**config.mk**
```make
export PLATFORM = sky130hd
export DESIGN_NAME = ram_write_controller
export DESIGN_NICKNAME = d
export VERILOG_FILES = /design/src/rtl/ram_wc_pkg.sv /design/src/rtl/ram_write_controller_c_row_mem.sv /design/src/rtl/ram_write_controller.sv
export SDC_FILE = /design/constraint.sdc
export NUM_CORES = 1
export LEC_CHECK = 0
export CORE_AREA = 2 2 417 419
export DETAILED_ROUTE_END_ITERATION = 6
export DIE_AREA = 0 0 419 421
export RECOVER_POWER = 25
export SYNTH_ARGS = -nofsm -noshare
export SYNTH_HDL_FRONTEND = slang
export SYNTH_SLANG_ARGS = --single-unit
```
**constraint.sdc**
```tcl
create_clock -name clk -period 1.6 [get_ports clk]
set_clock_uncertainty 0.2 [all_clocks]
set_input_delay 0.24 -clock clk [delete_from_list [all_inputs] [get_ports clk]]
set_output_delay 0.24 -clock clk [all_outputs]
set_load 0.05 [all_outputs]
```
**src/rtl/ram_wc_pkg.sv**
```systemverilog
// Shared constants, FSM encoding and row-pointer sizing for the C-matrix row store.
package ram_wc_pkg;

  localparam int ELEM_W    = 32;
  localparam int ROW_ELEMS = 33;
  localparam int DEPTH     = 33;
  localparam int ROW_W     = ELEM_W * ROW_ELEMS;

  typedef enum logic [1:0] {
    IDLE  = 2'd0,
    WRITE = 2'd1,
    DONE  = 2'd2,
    FULL  = 2'd3
  } state_t;

  // Pointer must be able to hold DEPTH itself so "all rows written" is representable.
  function automatic int ptr_width(input int depth);
    return $clog2(depth + 1);
  endfunction

  localparam int PTR_W = ptr_width(DEPTH);

endpackage

```
**src/rtl/ram_write_controller_c_row_mem.sv**
```systemverilog
// Row-wide, write-only memory for the corrected C matrix; readers reach it hierarchically.
module c_row_mem
  import ram_wc_pkg::*;
#(
  parameter int W  = ROW_W,
  parameter int D  = DEPTH,
  parameter int AW = PTR_W
) (
  input  logic          clk,
  input  logic          we,
  input  logic [AW-1:0] waddr,
  input  logic [W-1:0]  wdata
);

  (* keep = "true" *) logic [W-1:0] mem [D];

  // Single synchronous write port; contents intentionally survive reset.
  always_ff @(posedge clk) begin
    if (we) begin
      mem[waddr] <= wdata;
    end
  end

endmodule

```
**src/rtl/ram_write_controller.sv**
```systemverilog
// Accepts one corrected row per store_C rising edge, writes it to the row RAM and
// acknowledges it for one cycle; finish rewinds the row pointer.
module ram_write_controller
  import ram_wc_pkg::*;
(
  input  logic             clk,
  input  logic             rst_n,
  input  logic             store_C,
  input  logic             finish,
  input  logic [ROW_W-1:0] dataCf_out,
  output logic             store_C_ready
);

  localparam logic [PTR_W-1:0] LAST_ROW = PTR_W'(DEPTH - 1);

  state_t           state;
  state_t           next_state;
  logic             store_C_q;
  logic             req;
  logic [ROW_W-1:0] row_buf;
  logic [PTR_W-1:0] row_ptr;
  logic             we;
  logic             latch;
  logic             ack_next;

  assign req = store_C & ~store_C_q;

  // State register.
  always_ff @(posedge clk or negedge rst_n) begin
    if (!rst_n) begin
      state <= IDLE;
    end else begin
      state <= next_state;
    end
  end

  // Next-state logic; finish overrides every state.
  always_comb begin
    next_state = state;
    if (finish) begin
      next_state = IDLE;
    end else begin
      case (state)
        IDLE:    next_state = req ? WRITE : IDLE;
        WRITE:   next_state = (row_ptr == LAST_ROW) ? FULL : DONE;
        DONE:    next_state = IDLE;
        FULL:    next_state = FULL;
        default: next_state = IDLE;
      endcase
    end
  end

  // Output decode: latch strobe, RAM write enable and next acknowledge value.
  always_comb begin
    latch    = 1'b0;
    we       = 1'b0;
    ack_next = 1'b0;
    case (state)
      IDLE: begin
        latch = req & ~finish;
      end
      WRITE: begin
        we       = ~finish;
        ack_next = ~finish;
      end
      DONE:    ack_next = 1'b0;
      FULL:    ack_next = 1'b0;
      default: ack_next = 1'b0;
    endcase
  end

  // Edge-detect history, row latch, row pointer and registered acknowledge.
  always_ff @(posedge clk or negedge rst_n) begin
    if (!rst_n) begin
      store_C_q     <= 1'b0;
      row_buf       <= {ROW_W{1'b0}};
      row_ptr       <= {PTR_W{1'b0}};
      store_C_ready <= 1'b0;
    end else begin
      store_C_q     <= store_C;
      store_C_ready <= ack_next;
      if (latch) begin
        row_buf <= dataCf_out;
      end else begin
        row_buf <= row_buf;
      end
      if (finish) begin
        row_ptr <= {PTR_W{1'b0}};
      end else if (we) begin
        row_ptr <= row_ptr + PTR_W'(1);
      end else begin
        row_ptr <= row_ptr;
      end
    end
  end

  c_row_mem #(
    .W  (ROW_W),
    .D  (DEPTH),
    .AW (PTR_W)
  ) u_mem (
    .clk   (clk),
    .we    (we),
    .waddr (row_ptr),
    .wdata (row_buf)
  );

endmodule

```
# == Word-level counts from Yosys, hierarchy flattened ==
# Index checks and enable logic that the tools add are counted.
# Widths: inputs -> output; s select.
# classes
n_addsub,1
n_mul,0
div,0
order_cmp,0
n_eq_ne,4
shifts,0
n_mux,7
n_bitwise,3
reduce_logical,2
# ops
cell,count
$mux 6,2
$pmux 2 s4,1
$add 6x1->6 const B,1
$eq 6x6->1 const B,1
$eq 2x2->1 const B,2
$mux 1,3
$eq 2x1->1 const B,1
$logic_not 2->1,1
$mux 2,1
$not 1->1,2
$reduce_bool 2->1,1
$and 1x1->1,1
# totals
ff_bits,10
latch_bits,0
ramBits,0
mem_bits_ro,0
inputBits,1060
output_inout_bits,1
wordCells,21
memories,0

# == Logic depth before layout (Yosys ltp) ==
# Gate-level depths: netlist of run 1.
# depth
ltp_word,5
depth_mapped,5
ltp_nobuf,5

# == Worst setup path before layout of run 1 ==
# No wires, ideal clock.
# synth_timing
kind,register to register
start,register state[0]
end,register row_ptr[5]
setup_ps,127
arrival_ps,1115
required_time_ps,1273
slack_ps,158
path_stages_with_launch,5
n_path_buf,1
period_less_slack_ps,1442
path_cell_list,dfrtp_1 -> nor2b_1 -> buf_6 -> and4_1 -> mux2_1
# synth_via
elab_chain_cells,3
# synth_lines
element,line_no,source
from (decl),ram_write_controller.sv:16,state_t state;
from (signal assigned),ram_write_controller.sv:33,state <= next_state;
$eq 2x1->1,ram_write_controller.sv:58,case (state)
$mux 1,ram_write_controller.sv:58,
$reduce_bool 2->1 (no source line),n/a,
to (signal assigned),ram_write_controller.sv:77,row_ptr <= {PTR_W{1'b0}};
to (signal assigned),ram_write_controller.sv:88,row_ptr <= {PTR_W{1'b0}};
to (signal assigned),ram_write_controller.sv:90,row_ptr <= row_ptr + PTR_W'(1);
to (decl),ram_write_controller.sv:21,logic [PTR_W-1:0] row_ptr;
# No other way between the ends.
# A chain may end at the register's enable or synchronous reset.

# == Worst setup path in the final report of run 1 ==
# layout_timing
start,input port finish
end,register state[0]
# layout_via
elab_chain_cells,1
# layout_lines
element,line_no,source
from (decl),ram_write_controller.sv:9,"input logic finish,"
$mux 2,ram_write_controller.sv:40,if (finish) begin
named net next_state[0],ram_write_controller.sv:17,state_t next_state;
# The timed path passes the listed nets, and every way through them passes these cells.

==> results.sh, run 1 <==
export IMPL_post_synth_cell_area_avg_um2=11.20
export IMPL_yosys_most_used_dff="dfrtp_1"
export IMPL_hp_class="primary input to asynchronous set/reset pin"
export IMPL_clock_sink_count=10
export IMPL_worst_endpoint_arrival_ns=1.48
export IMPL_switching_share_pct=19.27
export IMPL_syn_inst=44
export IMPL_finalSetupTns_ns=0
export IMPL_synthSimpleGateAreaFrac_pct=24.11
export IMPL_max_clock_freq_ghz=0.6652
export IMPL_gr_total_overflow=0
export IMPL_outcome="completed"
export IMPL_number_of_top_level_pins=1061
export IMPL_finish_cell_count_without_fillers=2378
export IMPL_combinational_family_with_the_most_area_after_synthesis="simple AND/OR/NAND/NOR gates"
export IMPL_core_area_um2=172500
export IMPL_post_dp_cell_area_um2=3466
export IMPL_yosys_warnings=0
export IMPL_maxCapViolations=0
export IMPL_power_net_switching_uw=147.7
export IMPL_yosys_cell_count_top_type="dfrtp_1"
export IMPL_cts_buffers_inserted=3
export IMPL_global_route_wire_length_before_repair_um=1662
export IMPL_seqPwrFrac_pct=35.2
export IMPL_grt_setup_unrepaired="false"
export IMPL_global_route_usage_total_pct=0.1180
export IMPL_die_width_um=419
export IMPL_slew_limit_headroom_pct=69.30
export IMPL_port_buffers=4
export IMPL_synth_compound_area_share_pct=2.792
export IMPL_synth_top_area_share_pct=50.76
export IMPL_synth_cell_types=21
export IMPL_seq_area_frac_synth_pct=50.76
export IMPL_areaGrowthSynthToFinish_pct=618.8
export IMPL_synth_nets=1106
export IMPL_worstSetupPathType="primary input to flop"
export IMPL_synth_top_cells_by_area="dfrtp_1 (51%), mux2_1 (6.9%), ha_1 (5.1%)"
export IMPL_num_vias=336
export IMPL_wl_per_cell_um=0.3562
export IMPL_number_of_global_route_vias_before_repair=375
export IMPL_end_kind="flop"
export IMPL_clock_latency_ns=0.23
export IMPL_synth_area_leader_cell="dfrtp_1"
export IMPL_drive_gt1_share_pct=20.75
export IMPL_synth_adder_area_share_pct=5.076
export IMPL_vias_per_cell=0.1413
export IMPL_grt_max_degree=13
export IMPL_cts_root_to_sink_buffers=2
export IMPL_ys_seq_elements=10
export IMPL_layout_nets=1117
export IMPL_layout_cell_area_non_filler_um2=3543
export IMPL_die_height_um=421
export IMPL_clock_tree_htree_level_count=1
export IMPL_antenna_cells_inserted=0
export IMPL_final_hold_violation_count=0
export IMPL_first_iter_violations=6
export IMPL_p_int_uw=618.7
export IMPL_drtAntennaViolNets=0
export IMPL_final_min_period_over_clock_period_pct=93.96
export IMPL_design_die_area_um2=176400
export IMPL_routability_driven_placement_congestion_ratio=0.5028
export IMPL_worstPathMaxFanout=2
export IMPL_drt_pass1_iter_count=2
export IMPL_routed_wirelength_um=847
export IMPL_floorplan_initialDensity_pct=0.2858
export IMPL_worst_r2r_setup_slack_ns=0.13
export IMPL_logic_pwr_share_pct=7.9
export IMPL_syn_area_um2=493.0
export IMPL_grt_antenna_before_repair=0
export IMPL_postSynth_asyncResetShare_pct=100.0
export IMPL_tightestPinTransition_ns=0.4590
export IMPL_place_detailed_hpwl_um=589.9
export IMPL_power_per_cell_area_nw_per_um2=216.3
export IMPL_edff_count_synth=0
export IMPL_cts_root_buffer="clkbuf_16"
export IMPL_synthXorXnorAreaFrac_pct=3.553
export IMPL_clk_pin_slew_ns=0.04
export IMPL_worst_ir_drop_vdd_v=0.0002431
export IMPL_finalWorstPathRequiredPeriod_ns=1.503
export IMPL_crit_path_start_kind="primary input"
export IMPL_post_place_cells=2375
export IMPL_fin_hold_ws_ns=0.1948
export IMPL_final_util_pct=2.054
export IMPL_synthTopCellsByCount="dfrtp_1 (10), nor2_1 (6), nor2b_1 (4)"
export IMPL_setup_viol_count_final=0
export IMPL_std_cell_rows=153
export IMPL_num_fill_cells=20639
export IMPL_finalMaxSlewViolations=0
export IMPL_synthMuxAreaShare_pct=8.883
export IMPL_cp_data_required_time_ns=1.57
export IMPL_clock_power_share_pct=56.9
export IMPL_tritoncts_clock_tree="done"
export IMPL_power_leakage_uw=0.0003134
export IMPL_remaining_drc_errors=0
export IMPL_post_cts_repair_setup_buffers=0
[area by class of cell]
| cell class | count | area [um2] | area share [%] |
|---|---|---|---|
| well taps | 2325 | 2909 | 82.10 |
| flip-flops and latches | 10 | 250.2 | 7.062 |
| multi-input cells | 30 | 221.5 | 6.250 |
| repair buffers | 8 | 80.08 | 2.260 |
| clock buffers | 3 | 75.07 | 2.119 |
| inverters | 2 | 7.507 | 0.2119 |
[sequential cells by signal, indices dropped and copies added, names as in the netlist]
register       count
state              2
store_C_ready      1
row_ptr            6
store_C_q          1
[final timing paths]
| check | start | endpoint | cells past startpoint |
|---|---|---|---|
| hold / removal | rst_n | row_ptr[2] | 1 |
| max in group asynchronous | rst_n | row_ptr[1] | 1 |
| hold reg to reg | store_C_q | state[0] | 2 |
| min in group clk | store_C_q | state[0] | 2 |
| setup reg to reg | row_ptr[2] | state[0] | 3 |
| setup / recovery | finish | state[0] | 4 |
[power groups by stage]
stage | clock, uW | sequential (uW) | combinational (uW)
after floorplan | 0 | 276 | 29.8
after global placement | 0 | 273 | 61.2
after detailed placement | 0 | 273 | 61.6
after CTS | 450 | 270 | 62.1
after global routing | 465 | 271 | 68.8
final | 436 | 270 | 60.4
[cells by family after synthesis]
family	Yosys count
AOI/OAI and AO/OA	2
xor gates and xnor gates	2
adders and majority gates	2
buffers and inverters	4
DFF	10
muxes	4
and+or+nand+nor	20
[critical path, cell delays in order]
cell	delay [ns]
clkdlybuf4s50_1	0.41
or4_1	0.53
o22ai_1	0.16
o21a_1	0.14
[routing by layer]
layer  routed length, um  vias up  track usage, %
met3                  17        4         0.03299
met1                 412      163          0.1313
met4                  30        0          0.1264
met5                   0        -               0
met2                 386        4          0.1736
li1                    -      165               -
[per-stage QoR]
| stage | worst slack, ns | total power (uW) |
|---|---|---|
| 2_1_floorplan | 0.1579 | 305.3 |
| 3_3_place_gp | -0.1492 | 334.1 |
| 3_5_place_dp | -0.1562 | 334.8 |
| 4_1_cts | 0.08565 | 782.2 |
| 5_1_grt | 0.05012 | 804.4 |
| 6_report | 0.09660 | 766.4 |
[layout by cell type (no fill, tap or decap)]
master | Yosys | final
nand4_1 | 2 | 2
nor2b_2 | 0 | 1
nor2b_1 | 4 | 3
buf_4 | 0 | 4
nor2_1 | 6 | 6
and2b_2 | 2 | 2
mux2i_1 | 1 | 1
xnor2_1 | 1 | 1
nand3b_1 | 1 | 1
dlygate4sd3_1 | 0 | 2
o22ai_1 | 1 | 1
clkdlybuf4s50_1 | 0 | 1
inv_1 | 2 | 2
ha_1 | 2 | 2
o21a_1 | 1 | 1
dfrtp_1 | 10 | 10
nand2_1 | 1 | 1
and4_1 | 1 | 1
mux2_1 | 3 | 3
clkbuf_16 | 0 | 3
buf_12 | 0 | 1
or4_1 | 1 | 1
nor3b_1 | 1 | 1
xor2_1 | 1 | 1
and3_1 | 1 | 1
[repair_timing]
action | in CTS | in global routing
resized for setup | 0 | 1
setup endpoints to repair | 0 | 2
hold buffers | 0 | 0
No activity file was read; power rests on OpenSTA's default activity.
==> inputs of run 2 (changes only) <==
--- a/config.mk
+++ b/config.mk
@@ -9,6 +9,7 @@
 export DETAILED_ROUTE_END_ITERATION = 6
 export DIE_AREA = 0 0 419 421
 export RECOVER_POWER = 25
+export SLEW_MARGIN = 20
 export SYNTH_ARGS = -nofsm -noshare
 export SYNTH_HDL_FRONTEND = slang
 export SYNTH_SLANG_ARGS = --single-unit
==> results of run 2 <==
Same layout as run 1: the final DEF is identical, and so are final timing and power.
==> inputs of run 3 (changes only) <==
--- a/config.mk
+++ b/config.mk
@@ -6,6 +6,7 @@
 export NUM_CORES = 1
 export LEC_CHECK = 0
 export CORE_AREA = 2 2 417 419
+export CTS_CLUSTER_SIZE = 8
 export DETAILED_ROUTE_END_ITERATION = 6
 export DIE_AREA = 0 0 419 421
 export RECOVER_POWER = 25
==> results of run 3 <==
Same layout as run 1: the final DEF is identical, and so are final timing and power.
